### config.mk
export PLATFORM = sky130hd
export DESIGN_NAME = multi_al_controller
export DESIGN_NICKNAME = d
export VERILOG_FILES = /design/src/rtl/multi_al_controller.sv
export SDC_FILE = /design/constraint.sdc
export NUM_CORES = 1
export LEC_CHECK = 0
export CAP_MARGIN = 20
export CORE_UTILIZATION = 50
export CTS_CLUSTER_DIAMETER = 60
export DETAILED_ROUTE_END_ITERATION = 8
export GPL_ROUTABILITY_DRIVEN = 0
export PLACE_DENSITY_LB_ADDON = 0.12
export RECOVER_POWER = 50
export SLEW_MARGIN = 25
export SYNTH_ARGS = -nofsm -noshare
export SYNTH_HDL_FRONTEND = slang
export SYNTH_SLANG_ARGS = --single-unit
### constraint.sdc
create_clock -name clk256 -period 4.9 [get_ports clk256]
set_clock_uncertainty 0.15 [all_clocks]
set_input_delay 0.735 -clock clk256 [delete_from_list [all_inputs] [get_ports clk256]]
set_output_delay 0.735 -clock clk256 [all_outputs]
set_load 0.005 [all_outputs]
### src/rtl/multi_al_controller.sv
// Multi-slot alarm clock controller: keypad FSM (IDLE/ENTRY/SHOW), per-slot alarm
// registers with arm/trigger logic, and a ring timer silenced by any key.

module multi_al_slot #(
   parameter int TW = 16
) (
   input  logic          clk256,
   input  logic          reset,
   input  logic          wr_i,
   input  logic          tog_i,
   input  logic          one_second_i,
   input  logic [TW-1:0] wdata_i,
   input  logic [TW-1:0] cur_time_i,
   output logic [TW-1:0] time_o,
   output logic          en_o,
   output logic          hit_o
);
   logic [TW-1:0] time_q;
   logic          en_q, armed_q, match;

   assign match  = (cur_time_i == time_q);
   assign hit_o  = one_second_i & en_q & armed_q & match;
   assign time_o = time_q;
   assign en_o   = en_q;

   always_ff @(posedge clk256 or negedge reset) begin
      if (!reset) begin
         time_q  <= '0;
         en_q    <= 1'b0;
         armed_q <= 1'b1;
      end else begin
         if (wr_i) begin
            time_q <= wdata_i;
            en_q   <= 1'b1;
         end else if (tog_i) begin
            en_q <= ~en_q;
         end
         // a slot fires once per match; it re-arms only after time moves away
         if (hit_o)       armed_q <= 1'b0;
         else if (!match) armed_q <= 1'b1;
      end
   end
endmodule

module multi_al_controller #(
   parameter  int NUM_ALARMS = 4,
   parameter  int DIGITS     = 4,
   parameter  int TIMEOUT_S  = 10,
   parameter  int RING_S     = 60,
   localparam int SW         = (NUM_ALARMS > 1) ? $clog2(NUM_ALARMS) : 1,
   localparam int TW         = 4 * DIGITS
) (
   input  logic                  clk256,
   input  logic                  reset,
   input  logic                  one_second,
   input  logic [7:0]            key,
   input  logic                  key_valid,
   input  logic [TW-1:0]         key_buffer,
   input  logic [TW-1:0]         cur_time,
   output logic                  shift,
   output logic                  load_new_time,
   output logic                  load_alarm,
   output logic                  show_alarm,
   output logic [SW-1:0]         slot,
   output logic [TW-1:0]         alarm_time,
   output logic [NUM_ALARMS-1:0] alarm_en,
   output logic                  alarm_ring,
   output logic [SW-1:0]         ring_slot
);
   localparam logic [7:0] K_ALARM  = 8'h2A;
   localparam logic [7:0] K_TIME   = 8'h2D;
   localparam logic [7:0] K_NEXT   = 8'h2B;
   localparam logic [7:0] K_TOGGLE = 8'h2F;
   localparam logic [7:0] K_SHOW   = 8'h2E;
   localparam int TCW = $clog2(TIMEOUT_S + 1);
   localparam int RCW = $clog2(RING_S + 1);

   typedef enum logic [1:0] {IDLE, ENTRY, SHOW} state_t;

   state_t                       state_q, state_d;
   logic [SW-1:0]                slot_q, slot_d, slot_nxt, rslot_q, rslot_d;
   logic [TW-1:0]                at_q, at_d;
   logic [TCW-1:0]               tmo_q, tmo_d;
   logic [RCW-1:0]               rcnt_q, rcnt_d;
   logic                         shift_q, shift_d, lnt_q, lnt_d, la_q, la_d;
   logic                         ring_q, ring_d, wr, tog, is_digit;
   logic [NUM_ALARMS-1:0]        wr_vec, tog_vec, en_vec, hit;
   logic [NUM_ALARMS-1:0][TW-1:0] slot_time;

   for (genvar g = 0; g < NUM_ALARMS; g++) begin : g_slot
      multi_al_slot #(.TW(TW)) u_slot (
         .clk256       (clk256),
         .reset        (reset),
         .wr_i         (wr_vec[g]),
         .tog_i        (tog_vec[g]),
         .one_second_i (one_second),
         .wdata_i      (key_buffer),
         .cur_time_i   (cur_time),
         .time_o       (slot_time[g]),
         .en_o         (en_vec[g]),
         .hit_o        (hit[g])
      );
   end

   assign is_digit = (key <= 8'h09);
   assign slot_nxt = (slot_q == SW'(NUM_ALARMS - 1)) ? '0 : slot_q + 1'b1;

   always_comb begin
      state_d = state_q;
      slot_d  = slot_q;
      shift_d = 1'b0;
      lnt_d   = 1'b0;
      la_d    = 1'b0;
      wr      = 1'b0;
      tog     = 1'b0;
      tmo_d   = tmo_q;
      ring_d  = ring_q;
      rslot_d = rslot_q;
      rcnt_d  = rcnt_q;

      if (key_valid) begin
         tmo_d = '0;
      end else if (one_second && state_q != IDLE) begin
         if (tmo_q == TCW'(TIMEOUT_S - 1)) begin
            tmo_d   = '0;
            state_d = IDLE;
         end else begin
            tmo_d = tmo_q + 1'b1;
         end
      end

      // a key arriving while ringing only silences the alarm
      if (key_valid && !ring_q) begin
         case (state_q)
            IDLE: begin
               if (is_digit) begin
                  shift_d = 1'b1;
                  state_d = ENTRY;
               end else if (key == K_NEXT)   slot_d  = slot_nxt;
               else if (key == K_TOGGLE)     tog     = 1'b1;
               else if (key == K_SHOW)       state_d = SHOW;
            end
            ENTRY: begin
               if (is_digit) begin
                  shift_d = 1'b1;
               end else if (key == K_ALARM) begin
                  la_d    = 1'b1;
                  wr      = 1'b1;
                  state_d = IDLE;
               end else if (key == K_TIME) begin
                  lnt_d   = 1'b1;
                  state_d = IDLE;
               end
            end
            SHOW: begin
               if (key == K_NEXT)      slot_d  = slot_nxt;
               else if (key == K_SHOW) state_d = IDLE;
            end
            default: state_d = IDLE;
         endcase
      end

      if (ring_q) begin
         if (key_valid) begin
            ring_d = 1'b0;
            rcnt_d = '0;
         end else if (one_second) begin
            if (rcnt_q == RCW'(RING_S - 1)) begin
               ring_d = 1'b0;
               rcnt_d = '0;
            end else begin
               rcnt_d = rcnt_q + 1'b1;
            end
         end
      end else if (|hit) begin
         ring_d = 1'b1;
         rcnt_d = '0;
         for (int i = NUM_ALARMS - 1; i >= 0; i--)
            if (hit[i]) rslot_d = SW'(i);
      end

      // registered alarm_time tracks the slot/value being written this cycle
      at_d = slot_time[0];
      for (int i = 0; i < NUM_ALARMS; i++)
         if (slot_d == SW'(i)) at_d = slot_time[i];
      if (wr) at_d = key_buffer;
   end

   always_comb begin
      wr_vec  = '0;
      tog_vec = '0;
      for (int i = 0; i < NUM_ALARMS; i++) begin
         wr_vec[i]  = wr  && (slot_q == SW'(i));
         tog_vec[i] = tog && (slot_q == SW'(i));
      end
   end

   always_ff @(posedge clk256 or negedge reset) begin
      if (!reset) begin
         state_q <= IDLE;
         slot_q  <= '0;
         rslot_q <= '0;
         at_q    <= '0;
         tmo_q   <= '0;
         rcnt_q  <= '0;
         shift_q <= 1'b0;
         lnt_q   <= 1'b0;
         la_q    <= 1'b0;
         ring_q  <= 1'b0;
      end else begin
         state_q <= state_d;
         slot_q  <= slot_d;
         rslot_q <= rslot_d;
         at_q    <= at_d;
         tmo_q   <= tmo_d;
         rcnt_q  <= rcnt_d;
         shift_q <= shift_d;
         lnt_q   <= lnt_d;
         la_q    <= la_d;
         ring_q  <= ring_d;
      end
   end

   assign shift         = shift_q;
   assign load_new_time = lnt_q;
   assign load_alarm    = la_q;
   assign show_alarm    = (state_q == SHOW);
   assign slot          = slot_q;
   assign alarm_time    = at_q;
   assign alarm_en      = en_vec;
   assign alarm_ring    = ring_q;
   assign ring_slot     = rslot_q;
endmodule

==> results by group, run 1 <==
Placed design
  • Dpl hpwl: 9020 um
  • I/O Buffers: between 70 and 80

STA
  • TNS Setup: 0 ns
  • RSZ-0062 raised after global routing: false
  • Final worst path period share: 0.688
  • Final setup vio count: 0
  • Worst-Margin Slew: 1.82 ns
  • Min cycle time layout: 3.37 ns
  • Fin. Hold Viols: 0
  • Final Max Tran Viols: 34
  • FMAX: 296 MHz
  • Worst hold slack: 0.252 ns
  • Relative slew slack: -0.216

Clock network
  • Clk buf depth: 2
  • Inserted Clock Buffers: 9
  • CTS H-Tree Depth: 3
  • Clk root buf: clkbuf_16
  • Sink Count: 108
  • CTS tree: built
  • Post-CTS setup buffers: 0
  • CTS hold repair buffers: 0
  • Clock Latency Late Sink: 0.35 ns
  • Clock-pin slew on the worst setup and hold paths: 0.07 ns
  • Post-cts resize count: 0

Setup path
  • Crit path required time: 5.00 ns
  • Worst EP arrival: around 3.5 ns
  • Startpoint types: input port
  • CP Class: input port to flop
  • Critical Path Fanout Max: 20
  • Worst Setup End Kind: flop

Global route
  • Initial antenna violation count: 0
  • Largest net degree at the start of global routing: 77
  • Vias in the first global route: ~4000
  • Global-route wire length before repair: 21000 um
  • GRT Util Overall: 0.241
  • Gr ovfl total: 0

Job
  • Max-cap viol count: 1

Routing
  • Total number of vias: 4011
  • Post-DR vias/cell: 5.74
  • DR WL/cell: 18.8 um
  • Post-Route WL: 13100 um
  • DRT Pass-1 Iters: 4
  • Post-route ant nets: 0
  • Iteration-0 DRC Markers: 148
  • DRC viols: 0

Final layout
  • Share of layout cells above drive strength 1: 0.195
  • Syn-to-layout area delta: 19.3%
  • Antenna diodes: 0
  • Fillers: 930
  • Final nets: 605

Logic synthesis
  • EDFF count, synth: 0
  • Ys Warns: 0
  • Post-synth top area cell: dfrtp_1
  • Syn Inst Count: about 500
  • Post-synth net total: between 500 and 600
  • Ys async rst share: 1.00
  • Register area share after synthesis: 0.472
  • Primary FF master, synth: dfrtp_1
  • Share of the synthesized area in the top cell type: 0.453
  • #FFs+latches synth: 108
  • Synth cell types: 48
  • Mapped cell area: 5740 sq um
  • Synth area leaders: dfrtp_1 (45%), mux2_2 (13%), xor2_1 (9.8%)
  • Mean Syn Cell Area: approximately 12 sq um

Floorplan
  • # IOs: 73
  • Die H: 109 um
  • Core area: 11000 sq um
  • Die Wd: 109 um
  • # rows: 38
  • Die footprint: 11900 sq um
  • Starting Density: 0.520

Pwr
  • Cell leakage power: between 0.003 and 0.004 uW
  • Worst vdd ir: 0.000225 V
  • PD cells: 274 nW/um^2

Min path
  • HP Class: input port to asynchronous set/reset pin

Outcome
  • Violations in the final reports: max-capacitance violations, max-slew violations
  • Run status: finished, violations left
-- cell usage after synthesis, types with 4 or more instances --
master	number
nand2_1	25
o21ai_0	14
clkbuf_1	10
mux2i_1	33
nor2_1	28
nor3_1	6
o32ai_1	5
xor2_1	64
dfstp_2	4
buf_4	6
nand4_1	5
inv_1	13
buf_6	4
a21o_1	5
a221oi_2	13
dfrtp_1	104
a21oi_1	10
nor4_1	17
nand3_1	10
ha_1	7
mux2_2	65
nand3b_1	4
-- critical path, stage by stage --
cell and delay [ns]:
clkdlybuf4s50_1 0.66, nor2b_1 0.27, nand3b_1 0.11, or3_4 0.37
mux2i_4 0.64, buf_12 0.28, mux2i_1 0.09, a221oi_1 0.29
-- cells by family after synthesis --
logic type | share of synthesized area
AOI/OAI and AO/OA | 0.0883
xor gates and xnor gates | 0.0992
adders and majority gates | 0.0153
buffers and inverters | 0.0316
DFF | 0.472
muxes | 0.192
and+or+nand+nor | 0.102
-- routing by layer --
metal | global-route usage | vias to the layer above | share of wire
met5 | 0 | - | 0
met3 | 0.0442 | 22 | 0.035
met2 | 0.414 | 90 | 0.50
met4 | 0.0975 | 0 | 0.025
met1 | 0.297 | 2002 | 0.44
li1 | - | 1897 | -
-- worst paths after layout --
check | from | to | slack (ns) | cells past startpoint
max reg2reg | alarm_ring | alarm_time[15] | 2.06 | 7
min reg2reg | g_slot[0].u_slot.armed_q | g_slot[0].u_slot.armed_q | 0.36 | 1
min | reset | tmo_q[3] | 0.25 | 1
max in group asynchronous | reset | ring_slot[0] | 2.22 | 2
min in group clk256 | g_slot[0].u_slot.armed_q | g_slot[0].u_slot.armed_q | 0.36 | 1
max | key_valid | alarm_time[15] | 1.53 | 8
-- sequential cells by signal (all words and copies together), names as in the netlist, 2 cells and up --
signal,count
alarm_time,16
g_slot.u_slot.armed_q,4
g_slot.u_slot.en_o,4
g_slot.u_slot.time_o,64
rcnt_q,6
ring_slot,2
slot,2
state_q,2
tmo_q,4
-- power by group --
| part | internal, uW | total, uW | switching, uW |
|---|---|---|---|
| logic | 91.9 | 191 | 98.7 |
| clock network | 418 | 757 | 339 |
| registers | 911 | 927 | 16.4 |
| total | 1420 | 1880 | 454 |
-- cell usage in the layout, fill, tap and decap left out, types with 2 or more instances in the layout --
master | synthesis | routed
a21o_1 | 5 | 5
a21oi_1 | 10 | 10
a221oi_1 | 3 | 3
a221oi_2 | 13 | 13
clkbuf_1 | 10 | 3
clkbuf_16 | 0 | 9
clkdlybuf4s50_1 | 0 | 59
dfrtp_1 | 104 | 104
dfstp_2 | 4 | 4
dlygate4sd3_1 | 0 | 12
ha_1 | 7 | 7
inv_1 | 13 | 13
inv_6 | 0 | 2
mux2_2 | 65 | 65
mux2i_1 | 33 | 33
nand2_1 | 25 | 25
nand3_1 | 10 | 10
nand3b_1 | 4 | 4
nand4_1 | 5 | 5
nor2_1 | 28 | 28
nor2b_1 | 3 | 3
nor3_1 | 6 | 6
nor4_1 | 17 | 17
nor4b_1 | 2 | 2
o21ai_0 | 14 | 15
o22ai_1 | 3 | 3
o32ai_1 | 5 | 5
o41ai_1 | 2 | 2
or2_2 | 2 | 2
or3_1 | 2 | 2
xor2_1 | 64 | 64
-- through the flow --
| stage | setup WS, ns | utilization | std cells | instance area (sq um) | power (uW) |
|---|---|---|---|---|---|
| finish | 1.53 | 0.621 | 699 | 6850 | 1880 |
| CTS | 1.52 | 0.621 | 699 | 6850 | 1900 |
| global route | 1.35 | 0.621 | 699 | 6850 | 1940 |
| detailed placement | 1.16 | 0.593 | 683 | 6540 | 1140 |
| floorplan | 2.21 | - | 488 | 5740 | 1020 |
| global placement | 1.24 | 0.593 | 683 | 6540 | 1140 |
-- final cells by class --
class	count	area [sq um]	area share
multi-input combinational	346	2850	0.416
sequential	108	2710	0.395
timing repair buffer	76	757	0.111
clock buffer	11	243	0.0354
tap	140	175	0.0256
clock inverter	5	66.3	0.00968
inverter	13	48.8	0.00713
Note: power is estimated with default switching activity, not from simulation.
==> run 2, diff against run 1 <==
==> constraint.sdc (replaced) <==
create_clock -name clk256 -period 3.3 [get_ports clk256]
set_clock_uncertainty 0.15 [all_clocks]
set_input_delay 0.495 -clock clk256 [delete_from_list [all_inputs] [get_ports clk256]]
set_output_delay 0.495 -clock clk256 [all_outputs]
set_load 0.005 [all_outputs]
==> run 2 against run 1 <==
The flow still finishes with violations (max-capacitance violations, max-slew violations). Die area stayed put. Global-route usage is 0.35 points lower. Cell area rose by 0.31%. Cell count is 1.1% higher. Sequential cell count stayed put. Non-clock buffer count up 8. Worst setup slack got worse by 0.92 ns. Combinational power up 48%.
==> results by group, run 2 (same netlist as run 1, synthesis figures left out) <==
Setup path
  • Critical Path Fanout Max: 16 (-20%)
  • Worst Setup End Kind: flop
  • Reg2reg path depth: 6 (-1)
  • FF-to-FF End: g_slot[0].u_slot.time_o[15]
  • RR Startpoint: alarm_ring
  • Worst EP arrival: 2.77 ns (-0.70 ns)
  • Reg2Reg Setup Slack: 0.84 ns (-1.22 ns)
  • Startpoint types: input port
  • CP Cell Sequence: clkdlybuf4s50_1 -> buf_4 -> nor3b_1 -> nand3_1 -> nor2_1 -> nand2_1 -> buf_4 -> mux2_2
  • CP Class: input port to flop
  • Crit path required time: 3.38 ns (-1.62 ns)
  • Slowest CP cell: clkdlybuf4s50_1
  • Delay of the slowest cell on the worst path: 0.50 ns (-0.16 ns)
  • Most frequent CP cell: buf_4

Floorplan
  • Die H: 109 um (unchanged)
  • # rows: 38 (unchanged)
  • # IOs: 73 (unchanged)
  • Die Wd: 109 um (unchanged)
  • Die footprint: 11900 sq um (unchanged)
  • Starting Density: 0.520 (unchanged)
  • Core area: 11000 sq um (unchanged)

Min path
  • Worst hold endpoint: g_slot[1].u_slot.armed_q
  • HP Class: flop to flop
  • Min-delay src: g_slot[1].u_slot.armed_q
  • Hold Crit Depth: 1

Clock network
  • Sink Count: 108 (unchanged)
  • Post-CTS setup buffers: 0 (unchanged)
  • CTS H-Tree Depth: 3 (unchanged)
  • Clk root buf: clkbuf_16
  • Clk buf depth: 2 (unchanged)
  • Clock Latency Late Sink: 0.35 ns (about the same)
  • CTS hold repair buffers: 0 (unchanged)
  • Clock-pin slew on the worst setup and hold paths: 0.07 ns (about the same)
  • Post-cts resize count: 0 (unchanged)
  • CTS tree: built
  • Inserted Clock Buffers: 9 (unchanged)

Routing
  • DR WL/cell: 18.7 um (-0.35%)
  • Post-DR vias/cell: 5.74 (about the same)
  • Post-route ant nets: 0 (unchanged)
  • DRT Pass-1 Iters: 4 (unchanged)
  • DRC viols: 0 (unchanged)
  • Iteration-0 DRC Markers: 211 (+43%)
  • Total number of vias: 4056 (+1.1%)
  • Post-Route WL: 13200 um (+0.79%)

Placed design
  • I/O Buffers: 72 (unchanged)
  • Dpl hpwl: 9160 um (+1.5%)
  • Inst Count DP: 691 (+1.2%)

STA
  • RSZ-0062 raised after global routing: false
  • Final Max Tran Viols: 73 (+110%)
  • Final worst path period share: 0.816
  • FMAX: 372 MHz
  • Fin. Hold Viols: 0 (unchanged)
  • Worst-Margin Slew: 1.82 ns (-0.000766 ns)
  • Final setup vio count: 0 (unchanged)
  • Relative slew slack: -0.215 (+0.000511)
  • TNS Setup: 0 ns (unchanged)
  • Min cycle time layout: 2.69 ns

Global route
  • Vias in the first global route: 4136 (+3.3%)
  • Gr ovfl total: 0 (unchanged)
  • GRT Util Overall: 0.237 (-0.00353)
  • Initial antenna violation count: 0 (unchanged)
  • Global-route wire length before repair: 20900 um (-0.72%)
  • Largest net degree at the start of global routing: 73 (-5.2%)

Pwr
  • PD cells: 393 nW/um^2 (+44%)
  • Worst vdd ir: 0.000289 V (+28%)
  • Cell leakage power: 0.00339 uW (+0.60%)

Job
  • Max-cap viol count: 1 (unchanged)

Final layout
  • Antenna diodes: 0 (unchanged)
  • Most frequent cells in the layout: dfrtp_1 (104), mux2_2 (65), xor2_1 (64), clkdlybuf4s50_1 (60), mux2i_1 (33)
  • Syn-to-layout area delta: 19.7%
  • Share of layout cells above drive strength 1: 0.206 (+0.0114)
  • Final nets: 613 (+1.3%)
  • Max FFs per register: 64 (unchanged)
  • Non-filler instance count after layout: 707 (+1.1%)
  • Most common cell after layout, fill and taps aside: dfrtp_1

Outcome
  • Run status: finished, violations left
  • Violations in the final reports: max-capacitance violations, max-slew violations
[run 2: cell types whose count changed in the layout (fill, tap and decap cells not counted), sizes merged]
cell and delta:
inv +1, clkdlybuf4s50 +1, clkinv +3, bufinv -1, dlygate4sd3 -1, clkinvlp -1, buf +7, clkbuf -1
[run 2: metrics by stage]
step           worst slack [ns]  hold slack [ns]  power, uW  area, sq um   util
6_report                  0.608            0.360       2700         6870  0.623
5_1_grt                   0.292            0.373       2800         6870  0.623
4_1_cts                   0.674            0.176       2740         6880  0.624
3_5_place_dp              0.313            0.353       1690         6600  0.599
3_3_place_gp              0.354            0.347       1690         6600  0.599
2_1_floorplan             0.850           0.0494       1520         5740      -
[run 2: critical path, delay by kind of cell]
kind | cells | cell delay, ns
and+or+nand+nor | 4 | 1.05
muxes | 1 | 0.31
buffers and inverters | 3 | 0.91
[run 2: layer usage]
| layer | vias to the layer above | wire [um] | global-route usage |
|---|---|---|---|
| met4 | 0 | 267 | 0.0676 |
| met3 | 28 | 530 | 0.0442 |
| met1 | 2017 | 5660 | 0.288 |
| met2 | 108 | 6780 | 0.425 |
| met5 | - | 0 | 0 |
| li1 | 1903 | - | - |
[run 2: how the worst max path moves through the flow]
stage	from	end	slack [ns]	depth (start not counted)
finish	key_valid	g_slot[0].u_slot.time_o[15]	0.61	8
CTS	key[4]	alarm_time[1]	0.67	8
global route	reset	g_slot[2].u_slot.time_o[14]	0.29	2
global placement	key[4]	alarm_time[15]	0.35	8
floorplan	key[4]	alarm_time[10]	0.85	8
detailed placement	key[4]	alarm_time[1]	0.31	8
[run 2: layout make-up]
| type | count | area (sq um) |
|---|---|---|
| Tap cell | 140 | 175 |
| Multi-Input combinational cell | 346 | 2850 |
| Clock buffer | 9 | 225 |
| Clock inverter | 7 | 56.3 |
| Timing Repair Buffer | 84 | 811 |
| Fill cell | 915 | 4160 |
| Inverter | 13 | 48.8 |
| Sequential cell | 108 | 2710 |
[run 2: power by group]
| group | internal [uW] | switching, uW |
|---|---|---|
| sequential | 1350 | 26.4 |
| combinational | 137 | 146 |
| clock | 525 | 516 |
